## src/rtl/instr_fetch_unit_if.sv

```systemverilog
// instr_fetch_unit_if: groups the control-unit handshake and the instruction
// memory read port of the fetch stage into one bundle.
//   slave  : the fetch unit (drives memory request and instruction outputs)
//   master : the environment (control unit + instruction memory)
interface instr_fetch_unit_if #(
    parameter int PC_W    = 10,
    parameter int INSTR_W = 32
) ();
    logic               PC_INCR;
    logic               INSTR_DONE;
    logic               IMEM_EN;
    logic [PC_W-1:0]    IMEM_ADDR;
    logic [INSTR_W-1:0] IMEM_DATA;
    logic [INSTR_W-1:0] INSTR;
    logic               STAGE_VALID;
    logic [PC_W-1:0]    PC;
    logic               FETCH_ERR;

    modport slave (
        input  PC_INCR, INSTR_DONE, IMEM_DATA,
        output IMEM_EN, IMEM_ADDR, INSTR, STAGE_VALID, PC, FETCH_ERR
    );

    modport master (
        output PC_INCR, INSTR_DONE, IMEM_DATA,
        input  IMEM_EN, IMEM_ADDR, INSTR, STAGE_VALID, PC, FETCH_ERR
    );
endinterface

```

## src/rtl/instr_fetch_unit.sv

```systemverilog
// instr_fetch_unit: fetch stage feeding the SIMD control unit. Reads words from
// a synchronous instruction memory (1-cycle latency) into a one-entry staging
// buffer and presents the committed word on INSTR.
// A read is "in flight" from the cycle IMEM_EN is high until the cycle its data
// is captured (imem_en_q or cap_q set).
// Optional feature macro: IFU_HALT_ON_STOP_EN -- committing a STOP word
// (INSTR[2:0]==3'd6) parks the unit in HALT until reset.
module instr_fetch_unit #(
    parameter int PC_W    = 10,
    parameter int INSTR_W = 32
) (
    input  logic              CLK,
    input  logic              RSTN,
    instr_fetch_unit_if.slave bus
);

    typedef enum logic [1:0] {
        ST_BOOT = 2'd0,
        ST_WAIT = 2'd1,
        ST_RUN  = 2'd2,
        ST_HALT = 2'd3
    } state_e;

    localparam logic [PC_W-1:0] PC_ONE = {{(PC_W-1){1'b0}}, 1'b1};

    state_e             state_q, state_d;
    logic [PC_W-1:0]    pc_q, pc_d;
    logic [INSTR_W-1:0] instr_q, instr_d;
    logic [INSTR_W-1:0] stage_q, stage_d;
    logic               stage_valid_q, stage_valid_d;
    logic               imem_en_q, imem_en_d;
    logic [PC_W-1:0]    imem_addr_q, imem_addr_d;
    logic               cap_q, cap_d;
    logic               pend_q, pend_d;
    logic               fetch_err_q, fetch_err_d;

    logic               in_flight_s;
    logic               done_s;
    logic               take_direct_s;
    logic               take_stage_s;
    logic               fetch_s;

    // HALT ignores commits entirely; elsewhere INSTR_DONE is acted on.
    assign done_s        = bus.INSTR_DONE & (state_q != ST_HALT);
    assign in_flight_s   = imem_en_q | cap_q;
    // Capture cycle with a commit waiting: memory data goes straight to INSTR.
    assign take_direct_s = cap_q & (pend_q | (done_s & ~stage_valid_q));
    // Ordinary commit of the staged word.
    assign take_stage_s  = ~cap_q & done_s & stage_valid_q;

`ifdef IFU_HALT_ON_STOP_EN
    localparam logic [2:0] STOP_OPC = 3'd6;
    logic stop_commit_s;

    assign stop_commit_s = (take_direct_s & (bus.IMEM_DATA[2:0] == STOP_OPC)) |
                           (take_stage_s  & (stage_q[2:0]       == STOP_OPC));
`endif

    // Next-state logic: commit/capture path, fetch acceptance, FSM transitions.
    always_comb begin
        state_d       = state_q;
        pc_d          = pc_q;
        instr_d       = instr_q;
        stage_d       = stage_q;
        stage_valid_d = stage_valid_q;
        imem_en_d     = 1'b0;
        imem_addr_d   = imem_addr_q;
        cap_d         = imem_en_q;
        pend_d        = pend_q;
        fetch_err_d   = fetch_err_q;
        fetch_s       = 1'b0;

        // Commit and capture: at most one of these paths applies per cycle.
        if (take_direct_s) begin
            instr_d = bus.IMEM_DATA;
            pend_d  = 1'b0;
            // A second INSTR_DONE landing on a pending commit has no word.
            fetch_err_d = fetch_err_q | (done_s & pend_q);
        end else if (cap_q) begin
            stage_d       = bus.IMEM_DATA;
            stage_valid_d = 1'b1;
        end else if (take_stage_s) begin
            instr_d       = stage_q;
            stage_valid_d = 1'b0;
        end else if (done_s) begin
            // BOOT is about to issue the first read, so it can hold a commit too.
            if (!pend_q && (in_flight_s || (state_q == ST_BOOT))) begin
                pend_d = 1'b1;
            end else begin
                fetch_err_d = 1'b1;
            end
        end else begin
            pend_d = pend_q;
        end

        // Fetch acceptance and state sequencing.
        case (state_q)
            ST_BOOT: begin
                fetch_s     = 1'b1;
                state_d     = ST_WAIT;
                fetch_err_d = fetch_err_d | bus.PC_INCR;
            end
            ST_WAIT: begin
                fetch_err_d = fetch_err_d | bus.PC_INCR;
                state_d     = cap_q ? ST_RUN : ST_WAIT;
            end
            ST_RUN: begin
                if (!bus.PC_INCR) begin
                    fetch_s = 1'b0;
                end else if (in_flight_s || (stage_valid_q && !take_stage_s)) begin
                    fetch_err_d = 1'b1;
`ifdef IFU_HALT_ON_STOP_EN
                end else if (stop_commit_s) begin
                    // The STOP word is being committed: the unit halts instead.
                    fetch_s = 1'b0;
`endif
                end else begin
                    fetch_s = 1'b1;
                end
            end
            ST_HALT: begin
                state_d = ST_HALT;
            end
            default: begin
                state_d = ST_BOOT;
            end
        endcase

`ifdef IFU_HALT_ON_STOP_EN
        state_d = stop_commit_s ? ST_HALT : state_d;
`endif

        // Issue the memory read; PC wraps naturally at 2**PC_W.
        if (fetch_s) begin
            imem_en_d   = 1'b1;
            imem_addr_d = pc_q;
            pc_d        = pc_q + PC_ONE;
        end else begin
            imem_en_d   = 1'b0;
        end
    end

    // State and output registers; async reset discards any in-flight read.
    always_ff @(posedge CLK or negedge RSTN) begin
        if (!RSTN) begin
            state_q       <= ST_BOOT;
            pc_q          <= {PC_W{1'b0}};
            instr_q       <= {INSTR_W{1'b0}};
            stage_q       <= {INSTR_W{1'b0}};
            stage_valid_q <= 1'b0;
            imem_en_q     <= 1'b0;
            imem_addr_q   <= {PC_W{1'b0}};
            cap_q         <= 1'b0;
            pend_q        <= 1'b0;
            fetch_err_q   <= 1'b0;
        end else begin
            state_q       <= state_d;
            pc_q          <= pc_d;
            instr_q       <= instr_d;
            stage_q       <= stage_d;
            stage_valid_q <= stage_valid_d;
            imem_en_q     <= imem_en_d;
            imem_addr_q   <= imem_addr_d;
            cap_q         <= cap_d;
            pend_q        <= pend_d;
            fetch_err_q   <= fetch_err_d;
        end
    end

    assign bus.IMEM_EN     = imem_en_q;
    assign bus.IMEM_ADDR   = imem_addr_q;
    assign bus.INSTR       = instr_q;
    assign bus.STAGE_VALID = stage_valid_q;
    assign bus.PC          = pc_q;
    assign bus.FETCH_ERR   = fetch_err_q;

endmodule
```

## src/flat_wrapper.sv

```systemverilog
// flat-port wrapper written by rule: the top's interface ports become plain ports
module instr_fetch_unit_flat 
#(
    parameter int PC_W    = 10,
    parameter int INSTR_W = 32
)
  (CLK, RSTN, bus_PC_INCR, bus_INSTR_DONE, bus_IMEM_DATA, bus_IMEM_EN, bus_IMEM_ADDR, bus_INSTR, bus_STAGE_VALID, bus_PC, bus_FETCH_ERR);
  instr_fetch_unit_if #(.PC_W(PC_W), .INSTR_W(INSTR_W)) bus_i ();
  input  logic CLK;
  input  logic RSTN;
  input wire logic [$bits(bus_i.PC_INCR)-1:0] bus_PC_INCR;
  input wire logic [$bits(bus_i.INSTR_DONE)-1:0] bus_INSTR_DONE;
  input wire logic [$bits(bus_i.IMEM_DATA)-1:0] bus_IMEM_DATA;
  output wire logic [$bits(bus_i.IMEM_EN)-1:0] bus_IMEM_EN;
  output wire logic [$bits(bus_i.IMEM_ADDR)-1:0] bus_IMEM_ADDR;
  output wire logic [$bits(bus_i.INSTR)-1:0] bus_INSTR;
  output wire logic [$bits(bus_i.STAGE_VALID)-1:0] bus_STAGE_VALID;
  output wire logic [$bits(bus_i.PC)-1:0] bus_PC;
  output wire logic [$bits(bus_i.FETCH_ERR)-1:0] bus_FETCH_ERR;
  assign bus_i.PC_INCR = bus_PC_INCR;
  assign bus_i.INSTR_DONE = bus_INSTR_DONE;
  assign bus_i.IMEM_DATA = bus_IMEM_DATA;
  assign bus_IMEM_EN = bus_i.IMEM_EN;
  assign bus_IMEM_ADDR = bus_i.IMEM_ADDR;
  assign bus_INSTR = bus_i.INSTR;
  assign bus_STAGE_VALID = bus_i.STAGE_VALID;
  assign bus_PC = bus_i.PC;
  assign bus_FETCH_ERR = bus_i.FETCH_ERR;
  instr_fetch_unit #(.PC_W(PC_W), .INSTR_W(INSTR_W)) u_core (.CLK(CLK), .RSTN(RSTN), .bus(bus_i));
endmodule
```

## config.mk

```make
export PLATFORM = sky130hd
export DESIGN_NAME = instr_fetch_unit_flat
export DESIGN_NICKNAME = d
export VERILOG_FILES = /design/src/rtl/instr_fetch_unit_if.sv /design/src/rtl/instr_fetch_unit.sv /design/src/flat_wrapper.sv
export SDC_FILE = /design/constraint.sdc
export NUM_CORES = 1
export LEC_CHECK = 0
export CORE_MARGIN = 8
export CORE_UTILIZATION = 53
export DETAILED_ROUTE_END_ITERATION = 10
export PLACE_DENSITY_LB_ADDON = 0.15
export SLEW_MARGIN = 30
export SYNTH_ARGS = -nofsm -noshare
export SYNTH_HDL_FRONTEND = slang
export SYNTH_SLANG_ARGS = --single-unit
export TNS_END_PERCENT = 1
```

## constraint.sdc

```tcl
create_clock -name CLK -period 3.1 [get_ports CLK]
set_input_delay 0.31 -clock CLK [delete_from_list [all_inputs] [get_ports CLK]]
set_output_delay 0.31 -clock CLK [all_outputs]
set_load 0.02 [all_outputs]
```

# ---- After elaboration in Yosys (flattened, before gate mapping)
# Index checks and enable logic that the tools add are counted.
dict set report op_classes {
  add_sub_neg 1
  eq_ne 6
  mux 24
  bitwise 13
  n_reduce_logical 17
}
# cell count
set ops {}
lappend ops {{$mux 32} 3}
lappend ops {{$mux 1} 17}
lappend ops {{$add 10x1->10 const B} 1}
lappend ops {{$reduce_bool 2->1} 4}
lappend ops {{$and 1x1->1} 6}
lappend ops {{$pmux 2 s3} 1}
lappend ops {{$reduce_and 2->1} 3}
lappend ops {{$eq 2x2->1 const B} 2}
lappend ops {{$ne 2x2->1 const B} 2}
lappend ops {{$or 1x1->1} 4}
lappend ops {{$pmux 1 s2} 2}
lappend ops {{$reduce_and 4->1} 1}
lappend ops {{$not 1->1} 3}
lappend ops {{$reduce_bool 3->1} 1}
lappend ops {{$eq 2x1->1 const B} 1}
lappend ops {{$logic_and 1x1->1} 2}
lappend ops {{$logic_not 1->1} 2}
lappend ops {{$logic_not 2->1} 1}
lappend ops {{$logic_or 1x1->1} 2}
lappend ops {{$mux 2} 1}
lappend ops {{$ne 2x1->1 const B} 1}
lappend ops {{$reduce_or 2->1} 1}
dict set report totals {
  register_bits 91
  input_bits 36
  word_cells 71
}

# ---- Logic depth before layout (Yosys ltp)
dict set report logic_depth {
  depth_word 11
  mapped_depth 6
}

# ---- Least setup slack after synthesis
# No wires, ideal clock.
dict set report synth_timing {
  path_kind {register to register}
  startpoint {register u_core.state_q[0]}
  endpoint {register u_core.stage_q[10]}
  arrival_ns 1.511
  required_time_ns 2.975
  slack_ns 1.464
  stages_incl_launch_ff 5
  cell_sequence {dfrtp_1 > a21bo_2 > o21ai_1 > buf_4 > mux2_2}
}
dict set report synth_via {
  elab_chain_len 7
}
# item line_no
set synth_lines {}
lappend synth_lines {{from (decl)} instr_fetch_unit.sv:26} ;# state_e state_q, state_d;
lappend synth_lines {{from (signal assigned)} instr_fetch_unit.sv:157} ;# state_q <= state_d;
lappend synth_lines {{$ne 2x2->1} instr_fetch_unit.sv:44} ;# assign done_s = bus.INSTR_DONE & (state_q != ST_HALT);
lappend synth_lines {{$and 1x1->1} instr_fetch_unit.sv:44}
lappend synth_lines {{$and 1x1->1} instr_fetch_unit.sv:47} ;# assign take_direct_s = cap_q & (pend_q | (done_s & ~stage_valid_q));
lappend synth_lines {{$or 1x1->1} instr_fetch_unit.sv:47}
lappend synth_lines {{$and 1x1->1} instr_fetch_unit.sv:47}
lappend synth_lines {{$not 1->1 (no line)} n/a}
lappend synth_lines {{$reduce_and 2->1 (no line)} n/a}
lappend synth_lines {{to (signal assigned)} instr_fetch_unit.sv:149} ;# stage_q <= {INSTR_W{1'b0}};
lappend synth_lines {{to (signal assigned)} instr_fetch_unit.sv:160} ;# stage_q <= stage_d;
lappend synth_lines {{to (decl)} instr_fetch_unit.sv:29} ;# logic [INSTR_W-1:0] stage_q, stage_d;
# Every way passes these cells.
# A chain may end at the register's enable or synchronous reset.

# ---- Worst setup path in the final report
dict set report layout_timing {
  startpoint {register u_core.state_q[0]}
  endpoint {register u_core.instr_q[18], in the netlist u_core.bus.INSTR[18]}
}
dict set report layout_via {
  elab_chain_len 7
  word_cells_on_any_way 11
  classes_between {2 x eq/ne; 1 x mux; 6 x bitwise; 2 x reduce/logical}
}
# item line_no
set layout_lines {}
lappend layout_lines {{$ne 2x2->1 (*)} instr_fetch_unit.sv:44}
lappend layout_lines {{$and 1x1->1 (*)} instr_fetch_unit.sv:44}
lappend layout_lines {{$and 1x1->1} instr_fetch_unit.sv:47}
lappend layout_lines {{$or 1x1->1} instr_fetch_unit.sv:47}
lappend layout_lines {{$and 1x1->1} instr_fetch_unit.sv:47}
lappend layout_lines {{$ne 2x2->1 (no line) or $reduce_bool 2->1 (tied branches)} n/a}
lappend layout_lines {{$reduce_and 2->1 (no line)} n/a}
lappend layout_lines {{to (signal assigned)} instr_fetch_unit.sv:148} ;# instr_q <= {INSTR_W{1'b0}};
lappend layout_lines {{to (signal assigned)} instr_fetch_unit.sv:159} ;# instr_q <= instr_d;
lappend layout_lines {{to (decl)} instr_fetch_unit.sv:28} ;# logic [INSTR_W-1:0] instr_q, instr_d;
# Mark *: on every way between the ends. The rest lies on a longest branch, timed or not.

==> reports/qor.txt <==
Area growth, synth to finish: 32.13%
Core area: 6794 um2
Final Hold Vio Count: 0
Buffers on Ports: 90
Leak: 2.262 nW
Hold Crit Depth: 0
Max-slew violations: 0
Synth area leaders: dfrtp_1 (61%), mux2_2 (9.6%), a221o_1 (8.6%)
Die W: 99.99 um
Placed inst area: 4721 um2
CTS H-Tree Depth: 3
Hold wc startpoint: u_core.bus.IMEM_EN
RSZ-0062 raised after global routing: no
Minimum clock period: 1.952 ns
Clk pwr share: 17.1%
Seq/Total Area, Yosys: 60.91%
Syn_nets: 327
Max-cap violations: 0
Synth Flop Type: dfrtp_1
Vias in the first global route: 2769
DRT Pass-1 Iters: 4
WL/cell: 17.61 um
Fin nets: 418
Crit path launch type: flip-flop
Layout Skew: 0.01450 ns
Yosys warns: 0
Status: completed
Place WS: 0.8217 ns
Worst VDD drop: 0.0004912 V
Critical path class: reg -> reg
Placer Congestion: 0.8026
Sequential share of power: 42.1%
Num CTS Buffers: 9
Final Cell Area: 4940 um2
PD cells: 970.6 nW/um2
Reg2reg end: u_core.bus.INSTR[18]
CTS tree: yes
Worst rel slew slack: 60.14%
Die H: 99.99 um
Biggest area consumer among synthesized cells: dfrtp_1
Critical path endpoint category: flip-flop
Syn_area_per_cell: 12.89 um2
Final ANT Viol Nets: 0
First-pass GRT wire length: 14.06 mm
I/O Pins: 91
# clock sinks: 91
Register bit count reported by yosys: 91
Floorplan row count: 30
Post-synth top area share: 60.91%
Crit path max fanout: 21
R2R setup slack: 1.15 ns
Number of cells on the worst reg-to-reg path: 5
GRT overflow: 0
Vias per cell: 5.541
Hold EP: u_core.cap_q
Synth unique cells: 34
DRT Wirelength: 8.486 mm
Comb power frac: 40.8%
Sw power: 1.686 mW
Share of layout cells above drive strength 1: 16.58%
Setup tns final: 0 ns
Slew @ Worst Pin: 0.5979 ns
Post-CTS sizing: 0
Worst path required time: 3.38 ns
All-Layer GR Usage: 17.57%
Critical path arrival: 2.23 ns
Mapped Cells: 290
Clk slew on worst S/H paths: 0.09 ns
Setup violations, final: 0
Post-route worst hold slack: 0.4418 ns
Switching Share: 35.17%
Largest net degree at the start of global routing: 48
FF+latch area: 2277 um2
Netlist Area Pre-Place: 3739 um2
Final WS setup: 1.148 ns
Post-synth EDFFs: 0
Initial DRC Count: 152
Pint: 3.109 mW
R2r startpoint: u_core.state_q[0]
Max Clk Rate: 512.3 MHz
Fill cells: 477
Clock buffer depth: 2
CTS root buf: clkbuf_8
Final Cycle Share: 62.97%
Area of the multi-input gates: 1350 um2
Ys async rst share: 100.0%
Initial core utilization: 55.03%
Detailed-route via count: 2671
Hpwl dp: 5.748 mm
Clock latency on the worst-skew pair: 0.35 ns
# diodes: 0
Initial antenna violation count: 0
Die ar.: 9997 um2
HP Class: reg -> reg
Drt drc: 0
==> power groups by stage <==
stage               logic [mW]  registers [mW]  clock network (mW)
floorplan                0.871            2.29                   0
global placement          1.93            2.02                   0
detailed placement        1.98            2.03                   0
CTS                       1.98            2.02               0.841
global route              2.10            2.08               0.886
finish                    1.96            2.02               0.819
==> stage by stage <==
step | util (%) | instances | total power [mW]
after floorplan | - | 290 | 3.158
after global placement | 69.48 | 465 | 3.951
after detailed placement | 69.48 | 465 | 4.015
after CTS | 72.71 | 482 | 4.842
after global routing | 72.71 | 482 | 5.069
final | 72.71 | 482 | 4.795
==> layer usage <==
layer | up-vias | global-route usage, % | part of all wire [%]
li1 | 1249 | - | -
met1 | 1348 | 22.70 | 45
met2 | 69 | 27.71 | 48
met3 | 5 | 5.052 | 6.0
met4 | 0 | 5.698 | 0.87
met5 | - | 0 | 0
==> cell usage after synthesis, types with 2 or more instances <==
| cell | count |
|---|---|
| nand4_1 | 3 |
| nand2_1 | 38 |
| buf_2 | 2 |
| mux2_2 | 32 |
| buf_6 | 3 |
| nand2b_1 | 2 |
| nand3_1 | 4 |
| dfrtp_1 | 91 |
| nor2_1 | 3 |
| xnor2_1 | 9 |
| and3_1 | 34 |
| inv_1 | 3 |
| buf_4 | 3 |
| o21ai_0 | 2 |
| a221o_1 | 32 |
| clkbuf_1 | 11 |
==> registers in the layout (all words and copies together), names as in the netlist <==
signal / flops
u_core.state_q: 2
u_core.pend_q: 1
u_core.stage_q: 32
u_core.bus.INSTR: 32
u_core.bus.IMEM_ADDR: 10
u_core.bus.PC: 10
u_core.bus.IMEM_EN: 1
u_core.bus.STAGE_VALID: 1
u_core.bus.FETCH_ERR: 1
u_core.cap_q: 1
==> repair_timing <==
item	CTS	global route
setup buffers	0	0
endpoints found under the hold margin	45	0
hold buffers	1	0
==> critical path, cell delays in order (launching register included) <==
cell and delay (ns):
dfrtp_1 0.47, a21bo_2 0.27, o21ai_2 0.09, a21oi_2 0.50, buf_4 0.37, a221o_1 0.19
==> area by class of cell <==
type / instances / share of cell area, %
clock buffer: 10 / 2.786
tap: 96 / 2.432
clock inverter: 6 / 1.444
sequential: 91 / 46.10
inverter: 4 / 0.3040
timing repair buffer: 99 / 19.60
multi-input combinational: 176 / 27.33
==> layout by cell type, fill, tap and decap left out <==
master / n
a211o_1: 1
a21bo_2: 1
a21o_1: 1
a21oi_1: 1
a21oi_2: 1
a221o_1: 32
a221oi_1: 1
a31oi_1: 1
and2_1: 1
and3_1: 34
and4_1: 1
buf_4: 9
bufinv_16: 1
clkbuf_8: 10
clkdlybuf4s50_1: 89
clkinv_4: 1
clkinvlp_4: 2
dfrtp_1: 91
dlygate4sd3_1: 1
ha_1: 1
inv_1: 3
inv_2: 1
inv_6: 2
maj3_1: 1
mux2_1: 1
mux2_2: 32
nand2_1: 38
nand2b_1: 2
nand3_1: 4
nand4_1: 3
nor2_1: 3
nor2b_1: 1
nor3b_4: 1
o21ai_0: 2
o21ai_2: 1
o21ai_4: 1
or3b_2: 1
xnor2_1: 9
==> how the worst max path moves through the flow <==
| stage | start | end | slack (ns) | cells after the start |
|---|---|---|---|---|
| final | u_core.state_q[0] | u_core.bus.INSTR[18] | 1.15 | 5 |
| after global routing | u_core.state_q[0] | u_core.bus.INSTR[21] | 1.03 | 5 |
| after CTS | u_core.state_q[0] | u_core.bus.INSTR[18] | 1.15 | 5 |
| after detailed placement | bus_INSTR_DONE | u_core.bus.INSTR[18] | 0.82 | 6 |
| after global placement | bus_INSTR_DONE | u_core.bus.INSTR[15] | 0.88 | 6 |
| after floorplan | u_core.state_q[0] | u_core.stage_q[10] | 1.46 | 4 |
==> cell families (layout without fill, tap and decap cells) <==
| family | count (synthesis) | after routing | synth area share [%] |
|---|---|---|---|
| mux | 33 | 33 | 9.940 |
| fa+ha+maj | 2 | 2 | 0.6024 |
| simple gates | 89 | 89 | 12.48 |
| buf+inv | 23 | 119 | 3.280 |
| xor+xnor | 9 | 9 | 2.109 |
| compound gates | 43 | 43 | 10.68 |
| flops | 91 | 91 | 60.91 |
Note: power is estimated with default switching activity, not from simulation.
